===== config.mk =====
export PLATFORM = sky130hd
export DESIGN_NAME = fsm_bit_serializer
export DESIGN_NICKNAME = d
export VERILOG_FILES = /design/src/rtl/fsm_pkg.sv /design/src/rtl/ser_hold_buf.sv /design/src/rtl/fsm_bit_serializer.sv
export SDC_FILE = /design/constraint.sdc
export NUM_CORES = 1
export LEC_CHECK = 0
export ABC_AREA = 1
export BUFFER_PORTS_ARGS = -buffer_cell sky130_fd_sc_hd__buf_2
export CAP_MARGIN = 40
export CORE_MARGIN = 10
export CORE_UTILIZATION = 54
export CTS_CLUSTER_DIAMETER = 200
export DETAILED_ROUTE_END_ITERATION = 6
export PLACE_DENSITY = 0.84
export SETUP_SLACK_MARGIN = 0.3
export SLEW_MARGIN = 40
export SYNTH_ARGS = -nofsm -noshare
export SYNTH_HDL_FRONTEND = slang
export SYNTH_SLANG_ARGS = --single-unit

===== constraint.sdc =====
create_clock -name clk -period 1.8 [get_ports clk]
set_input_delay 0.27 -clock clk [delete_from_list [all_inputs] [get_ports clk]]
set_output_delay 0.27 -clock clk [all_outputs]
set_load 0.03 [all_outputs]

===== src/rtl/fsm_pkg.sv =====
// Types and constants shared by the serial front end and the Mealy FSMs it feeds.
package fsm_pkg;

    typedef enum logic {
        SER_IDLE  = 1'b0,
        SER_SHIFT = 1'b1
    } ser_state_t;

    // Idle input level the FSMs are documented to expect between words.
    localparam logic SER_IDLE_BIT_DEFAULT = 1'b0;

endpackage


===== src/rtl/ser_hold_buf.sv =====
// One-entry word buffer between the valid/ready input and the shifter.
module ser_hold_buf #(
    parameter int unsigned WIDTH = 8
) (
    input  logic             clk,
    input  logic             reset,
    input  logic [WIDTH-1:0] load_data,
    input  logic             load,
    input  logic             take,
    output logic [WIDTH-1:0] hold_data,
    output logic             hold_valid
);

    logic [WIDTH-1:0] hold_data_q, hold_data_d;
    logic             hold_valid_q, hold_valid_d;

    // load and take never coincide: the producer may only load while empty.
    always_comb begin
        hold_data_d  = hold_data_q;
        hold_valid_d = hold_valid_q;
        if (load) begin
            hold_data_d  = load_data;
            hold_valid_d = 1'b1;
        end else if (take) begin
            hold_valid_d = 1'b0;
        end
    end

    always_ff @(posedge clk or posedge reset) begin
        if (reset) begin
            hold_data_q  <= '0;
            hold_valid_q <= 1'b0;
        end else begin
            hold_data_q  <= hold_data_d;
            hold_valid_q <= hold_valid_d;
        end
    end

    assign hold_data  = hold_data_q;
    assign hold_valid = hold_valid_q;

endmodule


===== src/rtl/fsm_bit_serializer.sv =====
// Parallel-to-serial front end: buffers one word and streams it one bit per
// clock onto x, back-to-back words without gaps, IDLE_BIT in between.
module fsm_bit_serializer
    import fsm_pkg::*;
#(
    parameter int unsigned WIDTH     = 8,
    parameter bit          MSB_FIRST = 1'b1,
    parameter logic        IDLE_BIT  = SER_IDLE_BIT_DEFAULT
) (
    input  logic             clk,
    input  logic             reset,
    input  logic [WIDTH-1:0] in_data,
    input  logic             in_valid,
    output logic             in_ready,
    output logic             x,
    output logic             x_active,
    output logic             word_start,
    output logic             word_done
);

    localparam int unsigned    CW   = (WIDTH > 1) ? $clog2(WIDTH) : 1;
    localparam logic [CW-1:0]  LAST = CW'(WIDTH - 1);

    if (WIDTH < 2) begin : g_width_check
        $error("fsm_bit_serializer: WIDTH must be at least 2");
    end

    logic [WIDTH-1:0] hold_data;
    logic             hold_valid;
    logic             accept;
    logic             take;

    assign in_ready = !hold_valid && !reset;
    assign accept   = in_valid && in_ready;

    ser_hold_buf #(
        .WIDTH(WIDTH)
    ) u_hold (
        .clk       (clk),
        .reset     (reset),
        .load_data (in_data),
        .load      (accept),
        .take      (take),
        .hold_data (hold_data),
        .hold_valid(hold_valid)
    );

    ser_state_t       state_q, state_d;
    logic [WIDTH-1:0] shreg_q, shreg_d;
    logic [CW-1:0]    cnt_q, cnt_d;
    logic             x_q, x_d;
    logic             x_active_q, x_active_d;
    logic             word_start_q, word_start_d;
    logic             word_done_q, word_done_d;

    always_comb begin
        state_d = state_q;
        shreg_d = shreg_q;
        cnt_d   = cnt_q;
        take    = 1'b0;
        case (state_q)
            SER_IDLE: begin
                if (hold_valid) begin
                    shreg_d = hold_data;
                    cnt_d   = '0;
                    take    = 1'b1;
                    state_d = SER_SHIFT;
                end
            end
            SER_SHIFT: begin
                if (cnt_q == LAST) begin
                    if (hold_valid) begin
                        shreg_d = hold_data;
                        cnt_d   = '0;
                        take    = 1'b1;
                    end else begin
                        cnt_d   = '0;
                        state_d = SER_IDLE;
                    end
                end else begin
                    shreg_d = MSB_FIRST ? {shreg_q[WIDTH-2:0], 1'b0}
                                        : {1'b0, shreg_q[WIDTH-1:1]};
                    cnt_d   = cnt_q + 1'b1;
                end
            end
            default: state_d = SER_IDLE;
        endcase

        // Outputs are decoded from next-state values so they come straight off flops
        // while showing the same cycle-by-cycle behaviour as a decode of the state.
        x_d          = IDLE_BIT;
        x_active_d   = 1'b0;
        word_start_d = 1'b0;
        word_done_d  = 1'b0;
        if (state_d == SER_SHIFT) begin
            x_d          = MSB_FIRST ? shreg_d[WIDTH-1] : shreg_d[0];
            x_active_d   = 1'b1;
            word_start_d = (cnt_d == '0);
            word_done_d  = (cnt_d == LAST);
        end
    end

    always_ff @(posedge clk or posedge reset) begin
        if (reset) begin
            state_q      <= SER_IDLE;
            shreg_q      <= '0;
            cnt_q        <= '0;
            x_q          <= IDLE_BIT;
            x_active_q   <= 1'b0;
            word_start_q <= 1'b0;
            word_done_q  <= 1'b0;
        end else begin
            state_q      <= state_d;
            shreg_q      <= shreg_d;
            cnt_q        <= cnt_d;
            x_q          <= x_d;
            x_active_q   <= x_active_d;
            word_start_q <= word_start_d;
            word_done_q  <= word_done_d;
        end
    end

    assign x          = x_q;
    assign x_active   = x_active_q;
    assign word_start = word_start_q;
    assign word_done  = word_done_q;

endmodule


==> results of run 1 <==
==> registers in the layout (all words and copies together) (netlist names) <==
register	flops
shreg_q	8
u_hold.hold_data	8
cnt_q	3
state_q	1
u_hold.hold_valid	1
word_done	1
word_start	1
x	1
==> cells in the final DEF (no fill, tap or decap) <==
cell type	Yosys	final
clkbuf_4	0	3
o21ai_0	1	1
nand2_2	2	1
dfrtp_1	24	24
o21ai_1	14	14
ha_1	2	1
or2_1	1	1
ha_2	0	1
buf_4	1	4
nor2_4	2	2
nand2_4	0	1
nand2_1	40	40
nor2_2	2	2
inv_2	1	2
buf_2	0	15
a21oi_1	1	1
nand3_1	10	10
nor2_1	10	10
inv_1	7	6
==> worst reg2reg max path: cells and delay by family, from the launching register on <==
| kind | cells | cell delay (ps) |
|---|---|---|
| fa+ha+maj | 2 | 410 |
| flops | 1 | 410 |
| buf+inv | 1 | 70 |
| simple gates | 4 | 440 |
==> report_power, final <==
group          total [mW]  switching, mW  internal (mW)
combinational        1.01          0.649          0.362
sequential          0.938          0.160          0.779
clock               0.225          0.147         0.0783
total                2.17          0.956           1.22
==> worst max path at each step <==
| stage | from | end | slack (ps) |
|---|---|---|---|
| final | cnt_q[0]$_DFF_PP0_ | x$_DFF_PP0_ | 380 |
| after global placement | cnt_q[0]$_DFF_PP0_ | x$_DFF_PP0_ | 340 |
| after global routing | cnt_q[0]$_DFF_PP0_ | shreg_q[7]$_DFF_PP0_ | 310 |
| after floorplan | cnt_q[0]$_DFF_PP0_ | word_start$_DFF_PP0_ | 420 |
| after detailed placement | cnt_q[0]$_DFF_PP0_ | x$_DFF_PP0_ | 270 |
| after CTS | cnt_q[0]$_DFF_PP0_ | x$_DFF_PP0_ | 320 |
==> per-layer routing <==
metal	vias up	wire, µm	global-route usage [%]
met5	-	0	0
met4	0	44	5.35
met3	4	90	3.66
met2	19	990	19.5
met1	377	909	12.0
li1	421	-	-
==> through the flow <==
stage	power, mW	hold WS [ps]
2_1_floorplan	1.70	285
3_3_place_gp	1.85	351
3_5_place_dp	1.91	365
4_1_cts	2.18	25.8
5_1_grt	2.39	27.0
6_report	2.17	11.2
==> repair_timing <==
action	in CTS	in global routing
gates resized for setup	1	2
setup buffers	2	0
hold endpoints to repair	0	0
pin swaps	1	0
endpoints found under the setup margin	3	3
hold buffers	0	0
==> logic make-up (layout without fill, tap and decap cells) <==
kind of cell	after synthesis	in the layout	share of synthesized area, %
simple gates	67	67	27.8
flops	24	24	57.2
compound gates	16	16	7.63
buf+inv	11	30	5.01
fa+ha+maj	2	2	2.38
==> area by class of cell <==
| class | count | area [µm²] |
|---|---|---|
| flip-flops and latches | 24 | 601 |
| fillers | 162 | 589 |
| repair buffers | 19 | 105 |
| well taps | 25 | 31.3 |
| inverters | 8 | 30.0 |
| clock buffers | 3 | 22.5 |
| multi-input cells | 85 | 404 |
==> results.ini, run 1 <==
[critical_path]
crit_arrival_ps=1640
critPathCaptureType=flop
required_ps=2020
reg2reg_to=x$_DFF_PP0_
critical_path.slowest_cell=dfrtp_1
worst-path-stages=7
crit_family=simple AND/OR/NAND/NOR gates
path_cells=ha_1, ha_2, inv_2, nand2_4, or2_1, nand2_1, nor2_1
reg2reg_setup_slack_ps=380
cp-start-kind=flop
critPathMaxStageDelay_ps=410
r2r.worst_path.cells=7
cp_num_buf_inv=1
worstReg2RegStart=cnt_q[0]$_DFF_PP0_
path_class=flop to flop
crit_fanout=12

[drt]
vias=821
wl_per_cell_um=12.4
drt-initial-drc-count=20
dr.pass1.iters=4
ant_nets=0
routed_wl_mm=2.04
drc_errors=0
routed_via_density=5.01

[placed_design]
dp.cells=159
gp_congestion=0.776
dpl-instance-area_um2=1150
place_ws_ps=275
io_buffers=15
place_hpwl_mm=1.47

[layout]
utilization_pct=66.9
synthToLayoutAreaGrowth_pct=13.7
fin_area_um2=1190
nNetsFinal=154
stdcell_count=164
drive_gt1_share_pct=22.3
diodes=0

[grt]
grt_start_max_net_pins=25
grt_pass1_vias=904
grt_overflow_total=0
grt_usage_pct=11.2
grt_first_pass_wirelength_mm=3.73
antenna_found_initial=0

[sta]
fin_crit_ps=1420
fmax_mhz=703
setup_tns_ps=0
period_share_pct=79.0
rsz0062_at_grt=false
setup_violations=0
worst_slack_ps=378
hold_viol=0
slew_headroom_pct=78.9
finClkSkew_ps=3.76
report.final.slew_viol_count=0
worstMarginPinSlew_ps=316

[die]
dieArea_um2=4110
pin_count=16
start_util_pct=58.9
dieHeight_um=64.1
dieWidth_um=64.1
fp-row-count=15
core_area_um2=1780

[yosys]
synth_edf_count=0
postSynthNetCount=133
ys_top_cells_by_area=dfrtp_1 57%, nand2_1 14%, o21ai_1 6.7%
synthCells=120
yosysMostFrequentCell=nand2_1
async_reset_ff_share_pct=100
ys_types=17
yosysTopAreaCell=dfrtp_1
synth-main-ff-cell=dfrtp_1
synth-seq-cells=24
avgSynthCellArea_um2=8.75
syn_area_um2=1050
ys_seq_area_share_pct=57.2
synthTopCellsByCount=40 x nand2_1, 24 x dfrtp_1, 14 x o21ai_1, 10 x nand3_1, 10 x nor2_1
synth.top_cell.area_share_pct=57.2
ys_warn_count=0

[cts]
cts_root_buf=clkbuf_4
clkTransAtPathRegs_ps=120
clockBufferDepth=2
cts_tree=built
numCtsBuffers=3
insertion_delay_ps=310
cts_max_level=1
clock-sinks=24

[min_path]
min_path_type=primary input to async pin

[power]
p_per_area_nw_per_um2=1820
leakagePower_nw=0.645
vdd.ir_drop.worst_v=0.000990

[outcome]
status=completed

[job]
cap_violations=0

Note: power is estimated with default switching activity, not from simulation.
==> run 2, diff against run 1 <==
==> constraint.sdc (replaced) <==
create_clock -name clk -period 1.4 [get_ports clk]
set_input_delay 0.21 -clock clk [delete_from_list [all_inputs] [get_ports clk]]
set_output_delay 0.21 -clock clk [all_outputs]
set_load 0.03 [all_outputs]
==> results.ini, run 2 (synthesis results as in run 1) <==
[power]
leakagePower_nw=0.720  ; was 0.645 nW
seq_power_share_pct=34.7  ; was 43.2%
power.internal_mw=2.01  ; was 1.22 mW
p_comb_share_pct=54.9  ; was 46.5%
switching_share_pct=42.5  ; was 44.0%
clkPwrFrac_pct=10.4  ; about the same
vdd.ir_drop.worst_v=0.00130  ; was 0.000990 V
switching_power_mw=1.48  ; was 956 µW
p_per_area_nw_per_um2=2490  ; was 1820 nW/µm²

[grt]
antenna_found_initial=0  ; unchanged
grt_overflow_total=0  ; unchanged
grt_first_pass_wirelength_mm=4.14  ; was 3.73 mm
grt_usage_pct=12.4  ; was 11.2%
grt_pass1_vias=958  ; was 904
grt_start_max_net_pins=25  ; unchanged

[cts]
cts_root_buf=clkbuf_4  ; unchanged
cts_tree=built  ; unchanged
clock-sinks=24  ; unchanged
cts_max_level=1  ; unchanged
clkTransAtPathRegs_ps=120  ; about the same
insertion_delay_ps=320  ; was 310 ps
numCtsBuffers=3  ; unchanged
clockBufferDepth=2  ; unchanged

[placed_design]
place_hpwl_mm=1.56  ; was 1.47 mm
gp_congestion=0.764  ; was 0.776
place_ws_ps=29.4  ; was 275 ps
dp.cells=161  ; was 159
io_buffers=15  ; unchanged

[layout]
nNetsFinal=165  ; was 154
synthToLayoutAreaGrowth_pct=33.9  ; was 13.7%
stdcell_count=176  ; was 164
utilization_pct=78.8  ; was 66.9%
final_common_cell=nand2_1  ; unchanged
layout_common_cells=37 x nand2_1, 22 x dfrtp_1, 12 x buf_4  ; was 40 x nand2_1, 24 x dfrtp_1, 15 x buf_2
diodes=0  ; unchanged
drive_gt1_share_pct=38.4  ; was 22.3%

[sta]
hold_viol=0  ; unchanged
setup_tns_ps=0  ; unchanged
finClkSkew_ps=2.96  ; was 3.76 ps
fmax_mhz=731  ; was 703 MHz
report.final.slew_viol_count=0  ; unchanged
rsz0062_at_grt=true  ; was false
fin_crit_ps=1370  ; was 1420 ps
slew_headroom_pct=79.7  ; was 78.9%
worst_slack_ps=32.7  ; was 378 ps
worstMarginPinSlew_ps=305  ; was 316 ps
setup_violations=0  ; unchanged
period_share_pct=97.7  ; was 79.0%

[critical_path]
crit_family=flip-flops  ; was simple AND/OR/NAND/NOR gates
path_class=flop to flop  ; unchanged
cp-start-kind=flop  ; unchanged
critPathMaxStageDelay_ps=430  ; was 410 ps
crit_arrival_ps=1590  ; was 1640 ps
critical_path.slowest_cell=dfrtp_1  ; unchanged
required_ps=1630  ; was 2020 ps
cp_num_buf_inv=1  ; unchanged
path_cells=ha_2, ha_4, inv_4, nand2_4, or2_1, nand2_1, nor2_1  ; was ha_1, ha_2, inv_2, nand2_4, or2_1, nand2_1, nor2_1
crit_fanout=5  ; was 12
critPathCaptureType=flop  ; unchanged

[drt]
drc_errors=0  ; unchanged
routed_wl_mm=2.43  ; was 2.04 mm
routed_via_density=5.01  ; about the same
vias=882  ; was 821
ant_nets=0  ; unchanged
dr.pass1.iters=4  ; unchanged
drt-initial-drc-count=21  ; was 20
wl_per_cell_um=13.8  ; was 12.4 µm

[job]
cap_violations=0  ; unchanged

[die]
dieWidth_um=64.1  ; unchanged
dieHeight_um=64.1  ; unchanged
pin_count=16  ; unchanged
start_util_pct=58.9  ; unchanged
fp-row-count=15  ; unchanged
dieArea_um2=4110  ; unchanged
core_area_um2=1780  ; unchanged

[min_path]
min_path_type=primary input to flop  ; was primary input to async pin

[outcome]
status=completed  ; unchanged

[run 2: cell types whose count changed in the layout (fill, tap and decap cells not counted), sizes merged]
cell         before  now
inv               8    7
clkinvlp          0    1
dlygate4sd3       0    1
clkbuf            3    4
buf              19   29
[run 2: tightest hold or removal path: cells and delay by family]
kind / cells / cell delay (ps)
simple gates: 2 / 130
buf+inv: 1 / 70
[run 2: final timing paths]
path | start | endpoint | slack (ps) | cells past startpoint
max | cnt_q[0]$_DFF_PP0_ | x$_DFF_PP0_ | 30 | 7
min | in_data[3] | u_hold.hold_data[3]$_DFFE_PP0P_ | 120 | 3
max reg2reg | cnt_q[0]$_DFF_PP0_ | x$_DFF_PP0_ | 30 | 7
min reg2reg | u_hold.hold_data[2]$_DFFE_PP0P_ | u_hold.hold_data[2]$_DFFE_PP0P_ | 500 | 2
max in group asynchronous | reset | state_q$_DFF_PP0_ | 650 | 4
min in group asynchronous | reset | u_hold.hold_data[0]$_DFFE_PP0P_ | 490 | 4
[run 2: per-layer routing]
layer | part of all wire [%] | vias to the layer above | track usage, %
li1 | - | 442 | -
met1 | 42 | 412 | 14.4
met2 | 50 | 21 | 19.8
met3 | 4.2 | 7 | 2.96
met4 | 3.1 | 0 | 8.56
met5 | 0 | - | 0
[run 2: cell type report]
cell class | instances | area (µm²)
flip-flops and latches | 24 | 603
inverters | 8 | 36.3
well taps | 25 | 31.3
clock buffers | 4 | 36.3
fillers | 132 | 378
multi-input cells | 85 | 469
repair buffers | 30 | 229
[run 2: what timing repair did]
action,CTS,global route
pin swaps,3,8
gates resized for setup,15,19
endpoints found under the hold margin,24,0
hold buffers,1,0
setup buffers,7,3
setup endpoints to repair,18,21
[run 2: per-stage QoR]
| step | total power [mW] | instance area, µm² | hold WS (ps) |
|---|---|---|---|
| 2_1_floorplan | 2.23 | 1070 | 225 |
| 5_1_grt | 3.78 | 1410 | 111 |
| 4_1_cts | 3.24 | 1330 | 120 |
| 3_5_place_dp | 2.55 | 1180 | 300 |
| 6_report | 3.50 | 1410 | 116 |
| 3_3_place_gp | 2.47 | 1180 | 297 |
[run 2: power groups by stage]
stage                     Combinational [mW]  Sequential [mW]  Clock (mW)
after floorplan                        0.985             1.25           0
final                                   1.92             1.21       0.362
after global placement                  1.25             1.22           0
after detailed placement                1.31             1.24           0
after global routing                    2.13             1.25       0.403
after CTS                               1.68             1.20       0.366
